### src/rtl/piso_serializer_pkg.sv
// Shared types and helpers for the parallel-in/serial-out serializer.
package piso_serializer_pkg;

   typedef enum logic {
      IDLE  = 1'b0,
      SHIFT = 1'b1
   } state_t;

   typedef enum logic [1:0] {
      MODE_LOGIC = 2'b00,
      MODE_ARITH = 2'b01,
      MODE_ROT   = 2'b10,
      MODE_ZERO  = 2'b11
   } fill_mode_t;

   // Width of a counter that must reach the value w inclusive.
   function automatic int cnt_width(input int w);
      return $clog2(w + 1);
   endfunction

endpackage

### src/rtl/piso_serializer_shift_core.sv
// Shift register datapath: parallel load, one-place shift in the configured
// direction, and fill-bit selection for the vacated end.
module piso_serializer_shift_core
   import piso_serializer_pkg::*;
#(
   parameter int WIDTH     = 8,
   parameter bit LSB_FIRST = 1'b1
) (
   input  logic             clk,
   input  logic             rst_b,
   input  logic             load_en,
   input  logic             shift_en,
   input  logic [WIDTH-1:0] data_in,
   input  fill_mode_t       fill_mode,
   input  logic             ser_in,
   output logic [WIDTH-1:0] data_out,
   output logic             out_bit
);

   logic             fill_bit;
   logic [WIDTH-1:0] shifted;

   assign out_bit = LSB_FIRST ? data_out[0] : data_out[WIDTH-1];

   // Select the bit entering the vacated end; arithmetic fill only
   // sign-extends when shifting right, a left shift has no sign to copy.
   always_comb begin
      fill_bit = 1'b0;
      case (fill_mode)
         MODE_LOGIC: fill_bit = ser_in;
         MODE_ARITH: fill_bit = LSB_FIRST ? data_out[WIDTH-1] : 1'b0;
         MODE_ROT:   fill_bit = out_bit;
         MODE_ZERO:  fill_bit = 1'b0;
         default:    fill_bit = 1'b0;
      endcase
   end

   // Next register value for a one-place shift.
   always_comb begin
      shifted = data_out;
      if (LSB_FIRST)
         shifted = {fill_bit, data_out[WIDTH-1:1]};
      else
         shifted = {data_out[WIDTH-2:0], fill_bit};
   end

   // Register update: load wins over shift; the FSM never asserts both.
   always_ff @(posedge clk or negedge rst_b) begin
      if (!rst_b)
         data_out <= '0;
      else if (load_en)
         data_out <= data_in;
      else if (shift_en)
         data_out <= shifted;
   end

endmodule

### src/rtl/piso_serializer.sv
// Parallel-in/serial-out serializer with valid/ready load, bit counter,
// end-of-word pulse, selectable fill mode, stall and abort.
//
//  state | meaning
//  IDLE  | waiting for a word; load_ready high
//  SHIFT | emitting bits; advances on shift_en, abort returns to IDLE
module piso_serializer
   import piso_serializer_pkg::*;
#(
   parameter int WIDTH     = 8,
   parameter bit LSB_FIRST = 1'b1
) (
   input  logic                          clk,
   input  logic                          rst_b,
   input  logic                          load_valid,
   output logic                          load_ready,
   input  logic [WIDTH-1:0]              data_in,
   input  logic [1:0]                    mode,
   input  logic                          ser_in,
   input  logic                          shift_en,
   input  logic                          abort,
   output logic                          bit_out,
   output logic                          bit_valid,
   output logic                          done,
   output logic                          busy,
   output logic [cnt_width(WIDTH)-1:0]   count,
   output logic [WIDTH-1:0]              data_out
);

   localparam int            CW       = cnt_width(WIDTH);
   localparam logic [CW-1:0] LAST_CNT = CW'(WIDTH - 1);
   localparam logic [CW-1:0] ONE      = CW'(1);

   state_t     state;
   fill_mode_t mode_q;
   logic       load_go;
   logic       shift_go;
   logic       out_bit;

   assign load_ready = (state == IDLE);
   assign busy       = (state == SHIFT);
   assign load_go    = (state == IDLE) && load_valid;
   assign shift_go   = (state == SHIFT) && shift_en && !abort;

   piso_serializer_shift_core #(
      .WIDTH     (WIDTH),
      .LSB_FIRST (LSB_FIRST)
   ) u_core (
      .clk       (clk),
      .rst_b     (rst_b),
      .load_en   (load_go),
      .shift_en  (shift_go),
      .data_in   (data_in),
      .fill_mode (mode_q),
      .ser_in    (ser_in),
      .data_out  (data_out),
      .out_bit   (out_bit)
   );

   // Control FSM with registered serial outputs and bit counter.
   always_ff @(posedge clk or negedge rst_b) begin
      if (!rst_b) begin
         state     <= IDLE;
         mode_q    <= MODE_LOGIC;
         count     <= '0;
         bit_out   <= 1'b0;
         bit_valid <= 1'b0;
         done      <= 1'b0;
      end else begin
         bit_valid <= 1'b0;
         done      <= 1'b0;
         case (state)
            IDLE: begin
               if (load_valid) begin
                  mode_q <= fill_mode_t'(mode);
                  count  <= '0;
                  state  <= SHIFT;
               end
            end
            SHIFT: begin
               if (abort) begin
                  count <= '0;
                  state <= IDLE;
               end else if (shift_en) begin
                  bit_out   <= out_bit;
                  bit_valid <= 1'b1;
                  count     <= count + ONE;
                  if (count == LAST_CNT) begin
                     done  <= 1'b1;
                     state <= IDLE;
                  end
               end
            end
            default: state <= IDLE;
         endcase
      end
   end

endmodule

### config.mk
export PLATFORM = sky130hd
export DESIGN_NAME = piso_serializer
export DESIGN_NICKNAME = d
export VERILOG_FILES = /design/src/rtl/piso_serializer_pkg.sv /design/src/rtl/piso_serializer_shift_core.sv /design/src/rtl/piso_serializer.sv
export SDC_FILE = /design/constraint.sdc
export NUM_CORES = 1
export LEC_CHECK = 0
export CAP_MARGIN = 0
export CORE_UTILIZATION = 42
export CTS_BUF_LIST = sky130_fd_sc_hd__clkbuf_8 sky130_fd_sc_hd__clkbuf_16
export CTS_CLUSTER_DIAMETER = 30
export DETAILED_ROUTE_END_ITERATION = 8
export PLACE_DENSITY = 0.77
export SETUP_SLACK_MARGIN = 0.5
export SLEW_MARGIN = 5
export SYNTH_ARGS = -nofsm -noshare
export SYNTH_HDL_FRONTEND = slang
export SYNTH_SLANG_ARGS = --single-unit
### constraint.sdc
create_clock -name clk -period 1.4 [get_ports clk]
set_clock_uncertainty 0.2 [all_clocks]
set_input_delay 0.21 -clock clk [delete_from_list [all_inputs] [get_ports clk]]
set_output_delay 0.21 -clock clk [all_outputs]
set_load 0.03 [all_outputs]
After elaboration in Yosys (flattened, before gate mapping):

Cells that the tools add are included.

* input bits: 16
* output and inout port bits: 17
* logic and storage cells: 47
* flip-flop bits (word level): 18

* equality and inequality tests: 7
* add/sub/neg operators: 1
* reductions and logical operators: 10
* bitwise logic cells: 2
* multiplexer cells: 19

Operators with widths (count)
* 8-bit 2-to-1 mux: 2
* 4-bit 2-to-1 mux: 3
* 1-bit 2-to-1 mux: 11
* 4-bit case mux with 2 select lines: 1
* 2-bit AND reduction: 3
* 4-bit by 1-bit adder with 4-bit output (second input constant): 1
* 2-bit == test (second input constant): 2
* 4-bit by 3-bit == test with 1-bit output (second input constant): 1
* 2-bit inequality test (second input constant): 2
* 1-bit logical AND: 3
* 3-bit inequality test (second input constant): 1
* 1-bit case mux with 3 select lines: 1
* 3-bit AND reduction: 1
* 2-bit by 1-bit == test with 1-bit output (second input constant): 1
* 2-bit zero test: 1
* 1-bit inverter: 2
* 1-bit case mux with 2 select lines: 1
* 2-bit nonzero test: 1
* 1-bit zero test: 1

Longest topological paths before layout:

* word-level depth: 5
* gate-level depth with buffers: 5
* mapped depth without buffers: 4

By module:

From an unflattened synthesis, not the netlist that was laid out.

* cells, all modules: 79
* area, all modules: 865.8 µm²

Modules (own cells, without submodules)
* piso_serializer: sequential area each 250.2 µm², cells each 39, area each 456.7 µm², instances 1
* piso_serializer_shift_core: sequential area each 200.2 µm², cells each 40, area each 409.1 µm², instances 1

Worst setup path after synthesis:

No wires, ideal clock.

* path type: register -> register
* start point: register count[0]
* end point: register count[2]
* data required time: 1.082 ns
* library setup time: 0.118 ns
* arrival time: 1.217 ns
* period minus slack after synthesis: 1.535 ns
* cell stages (with the launch flop): 5
* slack: -0.135 ns
* path buffers: 0
* path through: dfrtp_1 -> ha_1 -> nand2_1 -> a31o_2 -> a21o_1

* word-level cells in the longest chain between the ends: 4

Ends and longest elaborated chain
* start: declaration: RTL line piso_serializer.sv:26 `output logic [cnt_width(WIDTH)-1:0] count,`
* start signal: assignment: RTL line piso_serializer.sv:87 `count <= count + ONE;`
* 4-bit by 1-bit adder with 4-bit output: RTL line piso_serializer.sv:87
* 4-bit 2-to-1 mux: RTL line piso_serializer.sv:84 `end else if (shift_en) begin`
* 4-bit 2-to-1 mux: RTL line piso_serializer.sv:81 `if (abort) begin`
* 4-bit case mux with 2 select lines: RTL line piso_serializer.sv:72 `case (state)`

No other way between the ends. The select of a mux whose other input is x is not followed.
A chain may end at the register's enable or synchronous reset.

Worst setup path in the final report:

* start point: register state, in the netlist busy
* end point: output port load_ready

* word-level cells in the longest chain between the ends: 1

Ends and longest elaborated chain
* start: declaration: RTL line piso_serializer.sv:34 `state_t state;`
* start signal: assignment: RTL line piso_serializer.sv:63 `state <= IDLE;`
* start signal: assignment: RTL line piso_serializer.sv:77 `state <= SHIFT;`
* start signal: assignment: RTL line piso_serializer.sv:83 `state <= IDLE;`
* 1-bit inverter (no source line)
* end: declaration: RTL line piso_serializer.sv:16 `output logic load_ready,`

No other way between the ends.

==> results.toml <==
[critical_path]
cp.arrival_ns = 1.00
regToRegSetupSlack_ns = 0.04
worst-setup-path-type = "flop to output port"
end_kind = "output port"
critPathLaunchType = "flop"
required_ns = 0.99
cp_max_fo = 5
regToRegStartpoint = "busy"
r2r_cells = 4
regToRegEndpoint = "count[2]"

[placement]
preCtsSetupSlack_ns = -0.229
hpwlAfterDp_mm = 1.43
gp_congestion = 0.754
placed_cells_incl_taps = 141
io_buffers = 32
dpl_cell_area_um2 = 1270

[sta]
final_hold_viol_count = 0
rsz0062_at_grt = "true"
drv_slew = 0
setup_viol_count_final = 3
final.period_utilization_pct = 101
setup_ws_ns = -0.0119
worstMarginPinSlew_ns = 0.230
max_clock_freq_ghz = 0.708
fin_setup_tns_ns = -0.0279
min_period_ns = 1.41
relSlewSlack_pct = 84.6

[layout]
fin_cells = 162
diodes = 0
nFillCells = 80
regArea_um2 = 465
final_nets = 155
final_area_um2 = 1610
area_growth_pct = 88.0
multiInputGateArea_um2 = 452
post-route-util_pct = 88.2
layout-drive-gt1-share_pct = 59.1

[drt]
first_iter_violations = 14
postRouteAntennaNets = 0
post_drt_via_cell_ratio = 5.02
routed_wl_mm = 2.71
post-route-drc-count = 0
vias = 813
post_drt_wl_per_cell_um = 16.7
drtPass1Iterations = 4

[logic_synthesis]
yosysTopAreaCell = "dfrtp_1"
ys.flop_type = "dfrtp_1"
yosys.cell_count.top_type = "dfrtp_1"
avgSynthCellArea_um2 = 11.0
ys_async_sr_fraction_pct = 100
synth_area_leaders = "dfrtp_1 (53%), mux2i_1 (9.4%), a21oi_1 (4.7%)"
ys_ff_latch = 18
syn_inst = 78
synth.distinct_cells = 23
syn-num-nets = 95
synth_area_um2 = 855
ys_seq_area_share_pct = 52.7
synth.yosys.warnings = 0
yosys-top-cells-count = "dfrtp_1 (18), a21oi_1 (8), mux2i_1 (8), nor2_1 (8)"
netlist.area_leader.share_pct = 52.7
synth_edf_count = 0

[clock_network]
clk_latency_ns = 0.25
cts_tree = "built"
clock-sinks = 18
clock_path_buffers = 2
clockRootBuffer = "clkbuf_8"
cts.reportedPaths.clkPinSlew_ns = 0.07
cts-hold-fix-buffers = 0
cts_buffers = 3
cts_max_level = 1

[floorplan]
fp.dieW_um = 47.1
initial_core_util_pct = 46.9
die_area_um2 = 2220
fp.dieH_um = 47.1
coreArea_um2 = 1820
rows = 15
io_pins = 33

[global_route]
grtUsageTotal_pct = 24.7
grt_pass1_vias = 818
grt_start_max_net_pins = 19
antenna_found_initial = 0
grt_pass1_wl_mm = 3.75
gr-total-overflow = 0

[pwr]
power.leakage_nw = 0.771
ir_worst_vdd_uv = 832
powerDensity_nw_per_um2 = 1300

[outcome]
outcome = "finished with violations"
violations = "negative setup slack"

[flow_run]
maxCapViolCount = 0

[min_path]
hold_class = "primary input to asynchronous set/reset pin"
==> layout by cell type (no fill, tap or decap), types with 3 or more instances in the layout <==
cell             netlist  layout
mux2i_1                8       5
nor2_1                 8       7
dfrtp_2                0      12
a21oi_1                8       8
clkbuf_8               0       4
buf_6                  1      25
inv_1                  4       3
o21ai_2                0       4
clkdlybuf4s50_1        0      13
dfrtp_1               18       6
buf_4                  3      18
nand2_1                4       3
mux2i_2                0       3
==> routing by layer <==
layer / global-route usage (%) / vias to the layer above / wire (um) / part of all wire [%]
li1: - / 385 / - / -
met1: 29.5 / 394 / 1110 / 41
met2: 44.7 / 28 / 1480 / 54
met3: 4.23 / 6 / 98 / 3.6
met4: 8.00 / 0 / 24 / 0.89
met5: 0 / - / 0 / 0
==> final cells by class <==
| cell class | count | area share (%) |
|---|---|---|
| tap | 25 | 1.95 |
| clock buffer | 4 | 3.43 |
| multi-input combinational | 52 | 28.1 |
| inverter | 4 | 0.935 |
| sequential | 18 | 29.0 |
| timing repair buffer | 59 | 36.6 |
==> where the power goes <==
group          switching [mW]  leakage, nW  internal (mW)
registers              0.0890        0.204          0.629
logic                   0.439        0.539          0.499
clock network           0.175       0.0288          0.250
==> registers in the layout, summed over array words and instances (netlist names) <==
signal,count
u_core.data_out,8
bit_out,1
busy,1
done,1
mode_q,2
count,4
bit_valid,1
==> how the worst max path moves through the flow <==
stage	cells after the start	to	slack [ns]	start
2_1_floorplan	3	mode_q[0]	0.01	busy
3_3_place_gp	4	bit_out	-0.20	abort
3_5_place_dp	4	bit_out	-0.23	abort
4_1_cts	3	load_ready	-0.01	busy
5_1_grt	5	u_core.data_out[7]	-0.05	abort
6_report	3	load_ready	-0.01	busy
==> metrics by stage <==
stage	hold WS [ns]	power, mW
2_1_floorplan	-0.286	1.11
3_3_place_gp	0.298	1.36
3_5_place_dp	0.313	1.37
4_1_cts	0.0939	2.02
5_1_grt	0.104	2.17
6_report	0.0888	2.08
==> repair_timing <==
action / CTS / global route
pin swaps: 3 / 4
gates resized for setup: 34 / 15
setup endpoints to repair: 35 / 35
buffers inserted: 16 / 1
==> kinds of logic (layout without fill, tap and decap cells) <==
| group | after synthesis | count (layout) | synth area share, % |
|---|---|---|---|
| simple gates | 22 | 22 | 13.0 |
| flops | 18 | 18 | 52.7 |
| compound gates | 16 | 16 | 11.7 |
| mux | 11 | 11 | 13.3 |
| buf+inv | 8 | 67 | 5.71 |
| xor+xnor | 2 | 2 | 2.05 |
| fa+ha+maj | 1 | 1 | 1.46 |
==> critical path, cell delays in order, from the launching register on <==
cell	delay, ns
dfrtp_2	0.45
buf_6	0.13
inv_2	0.05
buf_6	0.12
Power figures use the tool's default switching activity.
